**src/rtl/es_imm_encoder_pkg.sv**
```systemverilog
// Shared definitions for the RV32I immediate encoder.
// Holds the immediate format codes (the same codes the decoder's IMM select
// uses), the RV32I base opcodes, and a helper for signed-range checks.
package es_imm_encoder_pkg;

  // Immediate format codes. Codes 5..7 are invalid.
  localparam logic [2:0] FMT_I = 3'd0;
  localparam logic [2:0] FMT_S = 3'd1;
  localparam logic [2:0] FMT_B = 3'd2;
  localparam logic [2:0] FMT_U = 3'd3;
  localparam logic [2:0] FMT_J = 3'd4;

  // RV32I major opcodes.
  localparam logic [6:0] OPC_LUI    = 7'b0110111;
  localparam logic [6:0] OPC_AUIPC  = 7'b0010111;
  localparam logic [6:0] OPC_JAL    = 7'b1101111;
  localparam logic [6:0] OPC_JALR   = 7'b1100111;
  localparam logic [6:0] OPC_BRANCH = 7'b1100011;
  localparam logic [6:0] OPC_LOAD   = 7'b0000011;
  localparam logic [6:0] OPC_STORE  = 7'b0100011;
  localparam logic [6:0] OPC_OP_IMM = 7'b0010011;
  localparam logic [6:0] OPC_OP     = 7'b0110011;

  // True when v is representable as a signed value of 'width' bits, i.e.
  // v[31:width-1] are all copies of the same bit. Arithmetic shifting by
  // width-1 leaves all-zeros or all-ones exactly in that case.
  function automatic logic fits_signed(input logic [31:0] v, input int unsigned width);
    logic [31:0] shifted;
    shifted = 32'($signed(v) >>> (width - 32'd1));
    return (shifted == 32'h0000_0000) || (shifted == 32'hFFFF_FFFF);
  endfunction

endpackage

```
**src/rtl/es_imm_encoder_pack.sv**
```systemverilog
// Combinational immediate packer.
// Scatters imm into the bit positions of the selected format on top of base,
// and flags values that the decoder could not reproduce.
// Ports:
//   fmt  - format code (FMT_I..FMT_J, others invalid)
//   base - base instruction word, immediate bits don't-care
//   imm  - immediate value as the decoder must reproduce it
//   word - base with immediate fields overwritten (truncated bits on error)
//   err  - imm out of range / misaligned, or invalid fmt
module es_imm_pack
  import es_imm_encoder_pkg::*;
(
  input  logic [2:0]  fmt,
  input  logic [31:0] base,
  input  logic [31:0] imm,
  output logic [31:0] word,
  output logic        err
);

  // Field placement and range check per format.
  always_comb begin
    word = base;
    err  = 1'b0;
    case (fmt)
      FMT_I: begin
        word = {imm[11:0], base[19:0]};
        err  = ~fits_signed(imm, 32'd12);
      end
      FMT_S: begin
        word = {imm[11:5], base[24:12], imm[4:0], base[6:0]};
        err  = ~fits_signed(imm, 32'd12);
      end
      FMT_B: begin
        word = {imm[12], imm[10:5], base[24:12], imm[4:1], imm[11], base[6:0]};
        err  = ~fits_signed(imm, 32'd13) | imm[0];
      end
      FMT_U: begin
        word = {imm[31:12], base[11:0]};
        err  = (imm[11:0] != 12'h000);
      end
      FMT_J: begin
        word = {imm[20], imm[10:1], imm[11], imm[19:12], base[11:0]};
        err  = ~fits_signed(imm, 32'd21) | imm[0];
      end
      default: begin
        // Invalid format: pass the base word through untouched.
        word = base;
        err  = 1'b1;
      end
    endcase
  end

endmodule

```
**src/rtl/es_imm_encoder.sv**
```systemverilog
// Pipelined RV32I immediate encoder (write-side inverse of the decoder).
// Accepts {fmt, base, imm} on a valid/ready input, packs the immediate, and
// presents the word one cycle later from a single output register stage,
// tagged with a sequential instruction-memory word address.
// Ports:
//   clk, reset            - clock, synchronous active-high reset
//   in_valid/in_ready     - request handshake; in_fmt/in_base/in_imm payload
//   addr_load/addr_in     - load the address counter (wins over increment)
//   out_valid/out_ready   - result handshake
//   out_word/out_addr     - encoded instruction and its word address
//   out_err               - current out_word failed range/format check
//   err_count             - saturating count of erroneous words delivered
module es_imm_encoder
  import es_imm_encoder_pkg::*;
#(
  parameter int ADDR_W = 10,
  parameter int ERR_W  = 8
) (
  input  logic              clk,
  input  logic              reset,
  input  logic              in_valid,
  output logic              in_ready,
  input  logic [2:0]        in_fmt,
  input  logic [31:0]       in_base,
  input  logic [31:0]       in_imm,
  input  logic              addr_load,
  input  logic [ADDR_W-1:0] addr_in,
  output logic              out_valid,
  input  logic              out_ready,
  output logic [31:0]       out_word,
  output logic [ADDR_W-1:0] out_addr,
  output logic              out_err,
  output logic [ERR_W-1:0]  err_count
);

  typedef enum logic [0:0] {
    ST_EMPTY = 1'b0,
    ST_FULL  = 1'b1
  } stage_e;

  localparam logic [ADDR_W-1:0] ADDR_ONE = {{(ADDR_W-1){1'b0}}, 1'b1};
  localparam logic [ERR_W-1:0]  ERR_ONE  = {{(ERR_W-1){1'b0}}, 1'b1};
  localparam logic [ERR_W-1:0]  ERR_MAX  = {ERR_W{1'b1}};

  stage_e              state_r;
  stage_e              state_next_s;
  logic [31:0]         word_r;
  logic                err_r;
  logic [ADDR_W-1:0]   addr_r;
  logic [ERR_W-1:0]    err_cnt_r;
  logic [31:0]         pack_word_s;
  logic                pack_err_s;
  logic                in_fire_s;
  logic                out_fire_s;

  es_imm_pack u_pack (
    .fmt  (in_fmt),
    .base (in_base),
    .imm  (in_imm),
    .word (pack_word_s),
    .err  (pack_err_s)
  );

  // in_ready depends only on stage state and out_ready, never on in_valid.
  assign out_valid  = (state_r == ST_FULL);
  assign in_ready   = ~out_valid | out_ready;
  assign in_fire_s  = in_valid & in_ready;
  assign out_fire_s = out_valid & out_ready;

  assign out_word  = word_r;
  assign out_err   = err_r;
  assign out_addr  = addr_r;
  assign err_count = err_cnt_r;

  // Output stage state register.
  always_ff @(posedge clk) begin
    if (reset) begin
      state_r <= ST_EMPTY;
    end else begin
      state_r <= state_next_s;
    end
  end

  // Output stage next state: fill on accept, drain on delivery without refill.
  always_comb begin
    state_next_s = state_r;
    case (state_r)
      ST_EMPTY: begin
        if (in_fire_s) begin
          state_next_s = ST_FULL;
        end else begin
          state_next_s = ST_EMPTY;
        end
      end
      ST_FULL: begin
        if (out_fire_s && !in_fire_s) begin
          state_next_s = ST_EMPTY;
        end else begin
          state_next_s = ST_FULL;
        end
      end
      default: state_next_s = ST_EMPTY;
    endcase
  end

  // Output data register: loads only on an input handshake, otherwise holds.
  always_ff @(posedge clk) begin
    if (reset) begin
      word_r <= 32'h0000_0000;
      err_r  <= 1'b0;
    end else if (in_fire_s) begin
      word_r <= pack_word_s;
      err_r  <= pack_err_s;
    end else begin
      word_r <= word_r;
      err_r  <= err_r;
    end
  end

  // Word address counter: explicit load beats the delivery increment.
  always_ff @(posedge clk) begin
    if (reset) begin
      addr_r <= {ADDR_W{1'b0}};
    end else if (addr_load) begin
      addr_r <= addr_in;
    end else if (out_fire_s) begin
      addr_r <= addr_r + ADDR_ONE;
    end else begin
      addr_r <= addr_r;
    end
  end

  // Saturating count of erroneous words handed to the consumer.
  always_ff @(posedge clk) begin
    if (reset) begin
      err_cnt_r <= {ERR_W{1'b0}};
    end else if (out_fire_s && err_r && (err_cnt_r != ERR_MAX)) begin
      err_cnt_r <= err_cnt_r + ERR_ONE;
    end else begin
      err_cnt_r <= err_cnt_r;
    end
  end

endmodule

```
**config.mk**
```make
export PLATFORM = sky130hd
export DESIGN_NAME = es_imm_encoder
export DESIGN_NICKNAME = d
export VERILOG_FILES = /design/src/rtl/es_imm_encoder_pkg.sv /design/src/rtl/es_imm_encoder_pack.sv /design/src/rtl/es_imm_encoder.sv
export SDC_FILE = /design/constraint.sdc
export NUM_CORES = 1
export LEC_CHECK = 0
export BUFFER_PORTS_ARGS = -buffer_cell sky130_fd_sc_hd__buf_2
export CAP_MARGIN = 30
export CORE_AREA = 3 3 81 83
export CTS_BUF_LIST = sky130_fd_sc_hd__clkbuf_16
export CTS_CLUSTER_SIZE = 30
export DETAILED_ROUTE_END_ITERATION = 8
export DIE_AREA = 0 0 84 86
export PLACE_DENSITY = 0.84
export SLEW_MARGIN = 20
export SYNTH_ARGS = -nofsm -noshare
export SYNTH_HDL_FRONTEND = slang
export SYNTH_SLANG_ARGS = --single-unit
```
**constraint.sdc**
```tcl
create_clock -name clk -period 1.6 [get_ports clk]
set_input_delay 0.08 -clock clk [delete_from_list [all_inputs] [get_ports clk]]
set_output_delay 0.08 -clock clk [all_outputs]
set_load 0.005 [all_outputs]
```
Yosys cells after proc, flatten, opt, wreduce, memory -nomap -nowiden

Cells that the tools add are included.

Output and inout port bits: 53
ROM bits: 0
Register bits after elaboration: 52
Input port bits: 82
Bits in latches: 0
Memories kept: 0
RAM bits: 0

$mul: 0
Shift-type cells: 0
Divide/modulo/power cells: 0
Bitwise gates (word level): 9
Order comparisons: 0
$add $sub $neg: 2
Multiplexer cells: 7
Reductions and logical operators: 14
Equal/unequal tests: 8

Operators with widths:

| kind                  | number |
|---|---|
| $pmux 32 s5           | 1 |
| $eq 32x32->1 const B  | 3 |
| $logic_not 32->1      | 3 |
| $mux 10               | 2 |
| $reduce_bool 12->1    | 1 |
| $add 10x1->10 const B | 1 |
| $add 8x1->8 const B   | 1 |
| $ne 8x8->1 const B    | 1 |
| $eq 3x2->1 const B    | 2 |
| $not 1->1             | 4 |
| $pmux 1 s4            | 1 |
| $eq 3x1->1 const B    | 1 |
| $eq 3x3->1 const B    | 1 |
| $logic_and 1x1->1     | 3 |
| $logic_not 3->1       | 1 |
| $logic_or 1x1->1      | 3 |
| $or 1x1->1            | 3 |
| $and 1x1->1           | 2 |
| $mux 1                | 2 |
| $pmux 1 s2            | 1 |
| $reduce_bool 2->1     | 1 |
| $reduce_or 2->1       | 1 |
| $logic_not 1->1       | 1 |

Logic depth before layout (Yosys ltp)

Word-level depth: 7
Mapped depth: 8
Mapped depth without buffers: 6

Cells and area by module

A second synthesis with hierarchy kept.

Cell total of the unflattened synthesis: 407
Area total of the unflattened synthesis: 3138.0 um^2

By module, submodules not included:

| module         | area each (um^2) | seq. area each (um^2) | cells an instance | times used |
|---|---|---|---|---|
| es_imm_encoder | 2120.8           | 1041.0                | 257               | 1 |
| es_imm_pack    | 1017.2           | 0.0                   | 150               | 1 |

Worst setup path before layout

Ideal clock, no wire load.

Kind: reg2reg
Start point: register err_cnt_r[0] (netlist: err_count[0])
End point: register err_cnt_r[3] (netlist: err_count[3])
Arrival: 1365 ps
Data required time: 1530 ps
Stages on the path, launching flop included: 6
Buffers on the path: 0
Path slack: 164 ps
Library setup time: 70 ps
Cell sequence: dfxtp_1 ha_1 nand3_1 o2111ai_2 or3_1 a21oi_1

Word-level cells in the longest chain between the ends: 2
Elaborated cells on any way between the ends: 3
Those cells by class: add/sub: 1; eq/ne: 1; reduce/logical: 1

RTL lines:

| element                                                             | line                  | RTL |
|---|---|---|
| from (decl)                                                         | es_imm_encoder.sv:50  | `logic [ERR_W-1:0] err_cnt_r;` |
| from (signal assigned)                                              | es_imm_encoder.sv:136 | `err_cnt_r <= {ERR_W{1'b0}};` |
| from (signal assigned)                                              | es_imm_encoder.sv:138 | `err_cnt_r <= err_cnt_r + ERR_ONE;` |
| from (signal assigned)                                              | es_imm_encoder.sv:140 | `err_cnt_r <= err_cnt_r;` |
| parallel branches: the longest is 2 deep, another holds $add 8x1->8 | -                     |  |

Several ways; the timed one is not identified.
A chain may end at the register's enable or synchronous reset.

Worst setup path after layout

Start point: register err_cnt_r[1] (netlist: err_count[1])
End point: register err_cnt_r[4] (netlist: err_count[4])

Same word-level chain as after synthesis.

==> impl_metrics.tcl <==
set metrics [dict create \
    status "finished, final reports clean" \
    synth_top_family_by_area "simple AND/OR/NAND/NOR gates" \
    fin_ws_ns 0.119 \
    worstSetupEndpointType "register" \
    diodes 0 \
    finalMaxSlewViolations 0 \
    viasPerCell 5.35 \
    core_area_mm2 0.00592 \
    worstPathArrival_ns 1.65 \
    worstSetupStartpointType "register" \
    postSynthCellCount 330 \
    synth_edf_count 0 \
    grt_usage_pct 20.7 \
    critical_path_class "register to register" \
    maxCapViolations 0 \
    path_max_fanout 9 \
    holdBufCountCts 0 \
    synth-simple-area-share_pct 25.1 \
    rr_startpoint "err_count[1]" \
    cts_buffers 5 \
    hp-start "addr_in[9]" \
    path_clk_slew_ns 0.06 \
    drive_above_1_share_pct 35.6 \
    utilization_pct 60.2 \
    via_count 2851 \
    rows 28 \
    drtAntennaViolNets 0 \
    cts_tree "built" \
    post-place-ws_ns 0.0471 \
    hold_violations 0 \
    cts.htree.levels 2 \
    ys_seq_area_share_pct 38.5 \
    clock_latency_ns 0.28 \
    grt_max_degree 34 \
    ys_types 44 \
    synthAdderAreaFrac_pct 0.925 \
    synth.avg_cell_area_um2 8.20 \
    antenna_found_initial 0 \
    grt_setup_unrepaired "yes" \
    required_ns 1.76 \
    synth.yosys.warnings 0 \
    overflow 0 \
    hold_class "input pin to register" \
    slew_headroom_pct 73.1 \
    holdWs_ns 0.0350 \
    tns_ns 0 \
    powerDensity_mw_per_mm2 851 \
    worst_slew_pin_slew_ns 0.403 \
    drt-total-wl_mm 7.60 \
    drc 0 \
    dp_hpwl_mm 6.03 \
    synthArstFlopShare_pct 0 \
    wl_per_cell_um 14.3 \
    peakVddDrop_uv 388 \
    worstSetupStartpoint "err_count[1]" \
    ctsRootBufferMaster "clkbuf_16" \
    start_util_pct 45.7 \
    dieArea_mm2 0.00722 \
    synth_flop_cell "dfxtp_1" \
    synth_compound_area_share_pct 17.9 \
    drt_iter0_markers 85 \
    drt_first_pass_iters 4 \
    finalSetupViolCount 0 \
    fmax_mhz 675 \
    routabilityCongestion 0.887 \
    syn-num-nets 414 \
    synthXorXnorAreaFrac_pct 5.50 \
    final.period_utilization_pct 92.6 \
    cts.sinks 52 \
    grt_pass1_vias 2713 \
    ios 135 \
    synth_seq_cells 52 \
    min_period_ns 1.48 \
    clk_path_buf_depth 2 \
    post-place-cells 525 \
    synth.area.mux_share_pct 7.03 \
    final_nets 541 \
    io_buffers 134 \
    layout.cells.non_filler 533 \
    syn_area_mm2 0.00271 \
    die-height_um 86 \
    skew_ns 0.00428 \
    power.leakage_nw 1.63 \
    area_growth_pct 31.7 \
    grt_first_pass_wirelength_mm 12.3 \
    die_width_um 84 \
]
[cell families (layout without fill, tap and decap cells)]
logic type	after synthesis	in the layout
AND/OR/NAND/NOR	143	143
AO/OA/AOI/OAI	71	71
flip-flops	52	52
buffers and inverters	26	154
multiplexers	19	19
XOR/XNOR	17	17
adder cells (fa/ha/maj)	2	2
[worst max-delay path, stage by stage, from the launching register on]
cell and delay [ns]:
dfxtp_1 0.38, ha_2 0.21, nand3_1 0.13, o2111ai_4 0.33, nor3_1 0.11, xnor2_1 0.16, nor2_1 0.05
[sequential cells by signal, summed over array words and instances, names as in the netlist]
name,flops
err_count,8
out_addr,10
out_err,1
out_valid,1
out_word,32
[stage by stage]
step	power, mW	instance area, um2
after floorplan	1.77	2710
after global placement	2.02	3400
after detailed placement	2.04	3400
after CTS	3.06	3540
after global routing	3.19	3560
final	3.03	3560
[metal layers]
layer	part of all wire (%)	vias up	track usage (%)
li1	-	1435	-
met1	43	1294	26.1
met2	48	114	36.6
met3	7.3	8	3.84
met4	1.2	0	5.12
met5	0	-	0
[worst paths after layout]
path | to | slack (ns) | cells past startpoint
max | err_count[4] | 0.12 | 6
min | out_addr[9] | 0.04 | 3
max reg2reg | err_count[4] | 0.12 | 6
min reg2reg | out_word[5] | 0.45 | 2
[timing repair]
action,4_1_cts,5_1_grt
setup endpoints to repair,0,8
setup buffers,0,0
gates resized for setup,0,4
[cell usage in the layout (no fill, tap or decap), types with 7 or more instances in the layout]
master | Yosys | layout
nor4_1 | 8 | 8
or3_1 | 7 | 7
nor3_1 | 10 | 10
dfxtp_1 | 52 | 51
xnor2_1 | 12 | 12
a211oi_1 | 13 | 13
nand4_1 | 8 | 8
mux2i_1 | 19 | 19
a21oi_1 | 27 | 27
nand3_1 | 12 | 12
buf_2 | 8 | 134
nor2_1 | 50 | 50
nand2_1 | 33 | 33
[cells in the mapped netlist, types with 2 or more instances]
cell | n | area share [%]
and2_1 | 3 | 0.69
nand3b_1 | 2 | 0.55
nand3_1 | 12 | 2.2
a21oi_1 | 27 | 5.0
a211oi_1 | 13 | 3.6
nand4_1 | 8 | 1.8
mux2i_1 | 19 | 7.0
dfxtp_1 | 52 | 38
ha_1 | 2 | 0.92
nor2_1 | 50 | 6.9
a21oi_2 | 2 | 0.65
buf_2 | 8 | 1.5
xnor2_1 | 12 | 3.9
buf_6 | 4 | 1.7
xor2_1 | 5 | 1.6
o21ai_0 | 4 | 0.74
a221o_2 | 4 | 1.7
nor2_4 | 2 | 0.83
nor3_1 | 10 | 1.8
nand2_1 | 33 | 4.6
nor4_1 | 8 | 1.8
inv_1 | 5 | 0.69
o22ai_1 | 6 | 1.4
o21a_1 | 2 | 0.55
clkbuf_1 | 9 | 1.2
a31oi_1 | 2 | 0.46
o211ai_1 | 3 | 0.83
or3_1 | 7 | 1.6
[area by class of cell]
cell class              count  area [um2]
fillers                   552        2360
multi-input cells         252        1540
flip-flops and latches     52        1040
repair buffers            141         727
clock buffers               5         125
well taps                  75        93.8
inverters                   5        18.8
clock inverters             3        15.0
[where the power goes]
group | switching, mW | leakage [nW] | internal (mW)
sequential | 0.0551 | 0.429 | 1.38
combinational | 0.304 | 1.13 | 0.272
clock | 0.452 | 0.0687 | 0.569
total | 0.811 | 1.63 | 2.22
Note: power is estimated with default switching activity, not from simulation.
